File: src/rtl/dual_issue_scheduler.sv
`default_nettype none
// ============================================================================
// Module      : dual_issue_scheduler
// Description : Dual-issue stage. Checks register hazards against a scoreboard,
//               arbitrates the shared multiplier and memory port, issues 0/1/2
//               instructions in program order and holds them in per-lane
//               execute latches.
// Revision    : 1.0 - initial release
// ============================================================================
module dual_issue_scheduler #(
    parameter int NUM_REGS = 16,
    parameter int MUL_LAT  = 3
) (
    input  logic        clk,
    input  logic        reset,
    input  logic        slot0_valid,
    input  logic [15:0] slot0_instr,
    input  logic        slot1_valid,
    input  logic [15:0] slot1_instr,
    input  logic        is_branch_taken,
    input  logic        wb0_valid,
    input  logic [3:0]  wb0_rd,
    input  logic        wb1_valid,
    input  logic [3:0]  wb1_rd,
    output logic        issue0,
    output logic        issue1,
    output logic        stall,
    output logic        ex0_valid,
    output logic [15:0] ex0_instr,
    output logic        ex1_valid,
    output logic [15:0] ex1_instr,
    output logic        mul_busy
);

    localparam logic [3:0] OP_NOP  = 4'h0;
    localparam logic [3:0] OP_ADD  = 4'h1;
    localparam logic [3:0] OP_SUB  = 4'h2;
    localparam logic [3:0] OP_MUL  = 4'h3;
    localparam logic [3:0] OP_LD   = 4'h4;
    localparam logic [3:0] OP_ST   = 4'h5;
    localparam logic [3:0] OP_CMP  = 4'h6;
    localparam logic [3:0] OP_MOV  = 4'h7;
    localparam logic [3:0] OP_OR   = 4'h8;
    localparam logic [3:0] OP_AND  = 4'h9;
    localparam logic [3:0] OP_NOT  = 4'hA;
    localparam logic [3:0] OP_LSL  = 4'hB;
    localparam logic [3:0] OP_JUMP = 4'hC;
    localparam logic [3:0] OP_LSR  = 4'hD;
    localparam logic [3:0] OP_BEQ  = 4'hE;
    localparam logic [3:0] OP_BGT  = 4'hF;

    localparam logic [3:0] MUL_LOAD = 4'(MUL_LAT);

    // ------------------------------------------------------------------------
    // Opcode classification helpers
    // ------------------------------------------------------------------------
    function automatic logic uses_rs1(input logic [3:0] op);
        case (op)
            OP_ADD, OP_SUB, OP_MUL, OP_CMP, OP_OR, OP_AND, OP_LSL, OP_LSR,
            OP_MOV, OP_NOT, OP_LD, OP_ST: uses_rs1 = 1'b1;
            default:                      uses_rs1 = 1'b0;
        endcase
    endfunction

    function automatic logic uses_rs2(input logic [3:0] op);
        case (op)
            OP_ADD, OP_SUB, OP_MUL, OP_CMP, OP_OR, OP_AND, OP_LSL, OP_LSR:
                     uses_rs2 = 1'b1;
            default: uses_rs2 = 1'b0;
        endcase
    endfunction

    // Store reads its data register through the rd field
    function automatic logic reads_rd(input logic [3:0] op);
        reads_rd = (op == OP_ST);
    endfunction

    function automatic logic is_writer(input logic [3:0] op);
        case (op)
            OP_ADD, OP_SUB, OP_MUL, OP_LD, OP_MOV, OP_OR, OP_AND, OP_NOT,
            OP_LSL, OP_LSR: is_writer = 1'b1;
            default:        is_writer = 1'b0;
        endcase
    endfunction

    function automatic logic is_mem(input logic [3:0] op);
        is_mem = (op == OP_LD) || (op == OP_ST);
    endfunction

    function automatic logic is_branch(input logic [3:0] op);
        is_branch = (op == OP_JUMP) || (op == OP_BEQ) || (op == OP_BGT);
    endfunction

    function automatic logic is_cond_branch(input logic [3:0] op);
        is_cond_branch = (op == OP_BEQ) || (op == OP_BGT);
    endfunction

    // ------------------------------------------------------------------------
    // State
    // ------------------------------------------------------------------------
    logic [NUM_REGS-1:0] scoreboard_q, scoreboard_d;
    logic [3:0]          mul_cnt_q, mul_cnt_d;
    logic                ex0_valid_q, ex1_valid_q;
    logic [15:0]         ex0_instr_q, ex1_instr_q;

    // ------------------------------------------------------------------------
    // Field decode
    // ------------------------------------------------------------------------
    logic [3:0] op0, rd0, rs1_0, rs2_0;
    logic [3:0] op1, rd1, rs1_1, rs2_1;

    assign op0   = slot0_instr[15:12];
    assign rd0   = slot0_instr[11:8];
    assign rs1_0 = slot0_instr[7:4];
    assign rs2_0 = slot0_instr[3:0];
    assign op1   = slot1_instr[15:12];
    assign rd1   = slot1_instr[11:8];
    assign rs1_1 = slot1_instr[7:4];
    assign rs2_1 = slot1_instr[3:0];

    logic mul_free;
    assign mul_free = (mul_cnt_q == 4'd0);

    // ------------------------------------------------------------------------
    // Hazard evaluation
    // ------------------------------------------------------------------------
    logic haz0, haz1;     // scoreboard hazards (RAW + WAW) per slot
    logic mulhaz0, mulhaz1;
    logic pair_dep;       // slot1 touches slot0's destination
    logic pair_struct;    // shared resources / control ordering between slots
    logic can0, can1;

    // Per-slot scoreboard and multiplier-occupancy checks
    always_comb begin
        haz0 = (uses_rs1(op0) && scoreboard_q[rs1_0])
            || (uses_rs2(op0) && scoreboard_q[rs2_0])
            || ((reads_rd(op0) || is_writer(op0)) && scoreboard_q[rd0]);
        haz1 = (uses_rs1(op1) && scoreboard_q[rs1_1])
            || (uses_rs2(op1) && scoreboard_q[rs2_1])
            || ((reads_rd(op1) || is_writer(op1)) && scoreboard_q[rd1]);
        mulhaz0 = (op0 == OP_MUL) && !mul_free;
        mulhaz1 = (op1 == OP_MUL) && !mul_free;
    end

    // Checks between the two slots of the same issue group
    always_comb begin
        pair_dep = 1'b0;
        if (is_writer(op0)) begin
            pair_dep = (uses_rs1(op1) && (rs1_1 == rd0))
                    || (uses_rs2(op1) && (rs2_1 == rd0))
                    || ((reads_rd(op1) || is_writer(op1)) && (rd1 == rd0));
        end
        pair_struct = ((op0 == OP_MUL) && (op1 == OP_MUL))
                   || (is_mem(op0) && is_mem(op1))
                   || is_branch(op0)
                   || ((op0 == OP_CMP) && is_cond_branch(op1));
    end

    // Issue decisions; slot1 can only go together with slot0
    always_comb begin
        can0   = slot0_valid && !is_branch_taken && !reset && !haz0 && !mulhaz0;
        can1   = can0 && slot1_valid && !haz1 && !mulhaz1
              && !pair_dep && !pair_struct;
        issue0 = can0;
        issue1 = can1;
        stall  = slot0_valid && !can0 && !is_branch_taken && !reset;
    end

    // ------------------------------------------------------------------------
    // Scoreboard next state: clear on writeback, set on issue (set wins)
    // ------------------------------------------------------------------------
    logic [NUM_REGS-1:0] sb_set, sb_clr;

    // Build per-register set/clear masks from issue and writeback
    always_comb begin
        sb_set = '0;
        sb_clr = '0;
        for (int i = 0; i < NUM_REGS; i++) begin
            sb_set[i] = (issue0 && is_writer(op0) && (rd0 == 4'(i)))
                     || (issue1 && is_writer(op1) && (rd1 == 4'(i)));
            sb_clr[i] = (wb0_valid && (wb0_rd == 4'(i)))
                     || (wb1_valid && (wb1_rd == 4'(i)));
        end
        scoreboard_d = (scoreboard_q & ~sb_clr) | sb_set;
    end

    // Multiplier occupancy: reload on MUL issue, otherwise count down to zero
    always_comb begin
        mul_cnt_d = mul_cnt_q;
        if ((issue0 && (op0 == OP_MUL)) || (issue1 && (op1 == OP_MUL))) begin
            mul_cnt_d = MUL_LOAD;
        end else if (!mul_free) begin
            mul_cnt_d = mul_cnt_q - 4'd1;
        end
    end

    // Scoreboard and multiplier counter registers
    always_ff @(posedge clk) begin
        if (reset) begin
            scoreboard_q <= '0;
            mul_cnt_q    <= 4'd0;
        end else begin
            scoreboard_q <= scoreboard_d;
            mul_cnt_q    <= mul_cnt_d;
        end
    end

    // Execute latches: capture issued instructions, bubbles load zero
    always_ff @(posedge clk) begin
        if (reset) begin
            ex0_valid_q <= 1'b0;
            ex0_instr_q <= 16'h0000;
            ex1_valid_q <= 1'b0;
            ex1_instr_q <= 16'h0000;
        end else begin
            ex0_valid_q <= issue0;
            ex0_instr_q <= issue0 ? slot0_instr : 16'h0000;
            ex1_valid_q <= issue1;
            ex1_instr_q <= issue1 ? slot1_instr : 16'h0000;
        end
    end

    assign ex0_valid = ex0_valid_q;
    assign ex0_instr = ex0_instr_q;
    assign ex1_valid = ex1_valid_q;
    assign ex1_instr = ex1_instr_q;
    assign mul_busy  = !mul_free;

endmodule
`default_nettype wire

File: config.mk
export PLATFORM = sky130hd
export DESIGN_NAME = dual_issue_scheduler
export DESIGN_NICKNAME = d
export VERILOG_FILES = /design/src/rtl/dual_issue_scheduler.sv
export SDC_FILE = /design/constraint.sdc
export NUM_CORES = 1
export LEC_CHECK = 0
export BUFFER_PORTS_ARGS = -buffer_cell sky130_fd_sc_hd__buf_2
export CORE_MARGIN = 4
export CORE_UTILIZATION = 57
export DETAILED_ROUTE_END_ITERATION = 12
export GPL_ROUTABILITY_DRIVEN = 0
export GPL_TIMING_DRIVEN = 0
export PLACE_DENSITY = 0.84
export SKIP_LAST_GASP = 1
export SYNTH_ARGS = -nofsm -noshare
export SYNTH_HDL_FRONTEND = slang
export SYNTH_SLANG_ARGS = --single-unit
File: constraint.sdc
create_clock -name clk -period 7.1 [get_ports clk]
set_input_delay 0.71 -clock clk [delete_from_list [all_inputs] [get_ports clk]]
set_output_delay 0.71 -clock clk [all_outputs]
set_load 0.02 [all_outputs]
==> summary.txt <==
Floorplan
  • Std cell rows: 29
  • Die area: around 8000 µm²
  • Die X: a little under 90 µm
  • Core Footprint: 6350 µm²
  • Num ports: 85
  • Die Ht: roughly 89 µm
  • Starting Density: 58.8%

Clock tree
  • Clock Pin Slew Worst Setup and Hold Paths: ~100 ps
  • Sink Count: 54
  • Post-cts repair resize count: 0
  • Clk Latency, worst-skew pair: 320 ps
  • Max clock buf depth: 2
  • CTS tree: done
  • Clock tree root buffer cell: clkbuf_8
  • # hold bufs at CTS: 0
  • Htree depth: 2
  • CTS Buf Count: 5
  • Post-CTS setup buffer count: 0

Finish
  • Final Cell Area: roughly 4300 µm²
  • Final cell count without fillers: roughly 560
  • Final Util: between 60% and 70%
  • Layout cells sized above 1: 25.5%
  • N_diodes: 0
  • Fin nets: roughly 550
  • Area Overhead vs Synth: 15.5%

Yosys
  • Synth Area per Inst: ~9 µm²
  • Cells after synthesis: a little over 400
  • Sequential area share after synthesis: approximately 29%
  • Ys async rst share: 0%
  • Top_reg_cell synth: dfxtp_1
  • Unique cell type count in the Yosys netlist: 60
  • Post-synth EDFFs: 0
  • Synthesized cell area: around 3700 µm²
  • Syn Nets: between 400 and 500
  • Register bit total from synthesis: between 50 and 60
  • Synth Warn #: 0

Critical path
  • Worst Path Max Fanout: 10
  • CP startpoint kind: primary input
  • Most frequent CP cell: buf_2
  • CP Class: primary input to output port
  • CP max stage cell: clkbuf_1
  • Cell chain of the critical path: buf_2 -> clkbuf_1 -> mux4_2 -> nor2_1 -> o31ai_1 -> a41o_1 -> nor3_4 -> and3_1 -> buf_2 -> buf_4 -> buf_2
  • Top delay family on crit path: buffers and inverters
  • Critical Path AT: 3340 ps
  • CP required: roughly 6400 ps
  • WP buf/inv: 5
  • Critical Path Max Stage Delay: 440 ps
  • Crit. End Element: output port

Global route
  • Vias in the first global route: roughly 3500
  • GR Overflow Total: 0
  • First-pass GRT wire length: roughly 17000 µm
  • Largest net degree at the start of global routing: 17
  • Global-route total usage across every layer: 27.3%
  • Initial antenna violation count: 0

Routing
  • Vias per cell: around 6.5
  • Via Count: roughly 3700
  • Drc violations: 0
  • Starting DRC count in detailed routing: roughly 420
  • Pre-antenna DRT Iters: 6
  • Routed Antenna Nets: 0
  • Total wire length: 10700 µm
  • Drt wl/cell: between 15 and 20 µm

Worst hold path
  • Worst hold-check path type: flop to flop

STA
  • RSZ-0062 raised after global routing: false
  • Fin. max-slew vios: 0
  • Fin Setup TNS: 0 ps
  • Rel. slew slack: between 50% and 60%
  • Clock Skew: 9.65 ps
  • Tmin final: 4050 ps
  • Final Hold Viols: 0
  • Tcrit/Tclk final: a little under three fifths
  • Highest Clock Rate: around 250 MHz
  • Slew @ Worst Pin: about 650 ps
  • # setup viols final: 0

Power and ir drop
  • Pwr Total: just over 0.0007 W
  • Leak Pwr: 1.84 nW
  • Psw: 0.000237 W
  • Maximum vdd ir drop: 0.000175 V
  • Internal Power: 0.000491 W
  • Sw frac: roughly 33%
  • Comb pwr share: 28.0%
  • Clock power frac: about 27%
  • Sequential Power Share: approximately 45%
  • Power per Cell Area: around 170 nW/µm²

Placement
  • Dpl cell area: 4200 µm²
  • I/O Buffers: 75
  • Detail Placement HPWL: roughly 8000 µm
  • Placed instance count: between 500 and 600

Outcome
  • Outcome: finished, final reports clean

Run
  • Maxcap violations: 0
## layout make-up
cell class,instances,area [µm²]
multi-input combinational,312,2470
timing repair buffer,75,375
inverter,10,37.5
tap,77,96.3
sequential,54,1080
fill,517,2040
clock buffer,7,96.3
clock inverter,1,8.76
buffer,27,144
## synth_stat cells (all sizes together) (4+ instances only)
| master | number | area, µm² |
|---|---|---|
| mux2 | 7 | 78.8 |
| nor3b | 16 | 125 |
| nor3 | 14 | 81.3 |
| mux4 | 12 | 282 |
| mux2i | 16 | 160 |
| buf | 16 | 103 |
| o211ai | 4 | 30.0 |
| nand2 | 21 | 78.8 |
| nand3b | 6 | 45.0 |
| and2 | 31 | 194 |
| a41oi | 13 | 114 |
| a21oi | 5 | 25.0 |
| or3b | 4 | 35.0 |
| ha | 13 | 163 |
| o41ai | 5 | 51.3 |
| a31oi | 8 | 50.1 |
| o21ai | 7 | 35.0 |
| clkbuf | 11 | 41.3 |
| nor2 | 16 | 60.1 |
| xnor2 | 6 | 52.6 |
| nand3 | 8 | 40.0 |
| inv | 10 | 37.5 |
| o31ai | 14 | 110 |
| o22ai | 13 | 81.3 |
| nor4 | 6 | 52.6 |
| xor2 | 8 | 70.1 |
| nor2b | 13 | 88.8 |
| nand4 | 4 | 40.0 |
| dfxtp | 54 | 1080 |
| nand2b | 9 | 56.3 |
| nor4b | 4 | 35.0 |
## flip-flops by register name, summed over array words and instances (netlist names)
signal / cells
ex1_valid: 1
scoreboard_q: 16
ex1_instr: 16
mul_cnt_q: 4
ex0_instr: 16
ex0_valid: 1
## kinds of logic (layout without fill, tap and decap cells)
family                     after synthesis  in the layout  synth area share (%)
and+or+nand+nor                        161            161                  26.6
DFF                                     54             54                  29.0
AOI/OAI and AO/OA                       89             89                  18.0
adders and majority gates               13             13                  4.36
muxes                                   35             35                  13.9
xor gates and xnor gates                14             14                  3.29
buffers and inverters                   37            120                  4.86
## worst paths after layout
| check | start | endpoint | slack, ps | cells past startpoint |
|---|---|---|---|---|
| hold reg to reg | mul_cnt_q[3] | mul_cnt_q[3] | 560 | 2 |
| setup reg to reg | mul_cnt_q[0] | scoreboard_q[6] | 4200 | 11 |
| setup / recovery | slot0_instr[11] | issue1 | 3050 | 11 |
| hold / removal | mul_cnt_q[3] | mul_cnt_q[3] | 560 | 2 |
## stage by stage
step	hold slack (ps)	worst slack [ps]
4_1_cts	568	3100
6_report	563	3050
5_1_grt	618	2910
2_1_floorplan	501	3750
3_5_place_dp	551	3110
3_3_place_gp	525	3160
## placed cells by master (no fill, tap or decap), types with 7 or more instances in the layout
cell type,count
buf_2,85
nor2_1,16
a41oi_1,13
o22ai_1,13
clkbuf_8,7
mux4_2,9
nand3_1,8
nor3b_1,15
o31ai_1,13
o21ai_0,7
nor3_1,13
nand2b_1,9
clkbuf_1,11
dfxtp_1,54
and2_1,31
xor2_1,8
nor2b_1,12
mux2i_1,16
a31oi_1,8
ha_1,13
nand2_1,21
inv_1,10
## layer usage
metal | wire length, µm | vias to the layer above | track usage [%] | share of wire, %
met5 | 0 | - | 0 | 0
met4 | 343 | 0 | 11.3 | 3.2
met3 | 1050 | 41 | 3.69 | 9.9
met2 | 5100 | 253 | 46.8 | 48
met1 | 4160 | 1691 | 34.6 | 39
li1 | - | 1701 | - | -
## power by group through the flow
stage	logic, W	registers (W)	clock network (W)
after floorplan	0.000140	0.000337	0
after global placement	0.000195	0.000334	0
after detailed placement	0.000200	0.000335	0
after CTS	0.000202	0.000328	0.000198
after global routing	0.000227	0.000329	0.000213
final	0.000204	0.000327	0.000197
## worst min-delay path: stages (launching register included)
cell and delay [ps]:
dfxtp_1 350, a21oi_1 130, nor2_1 50
(Power assumes the default switching activity.)
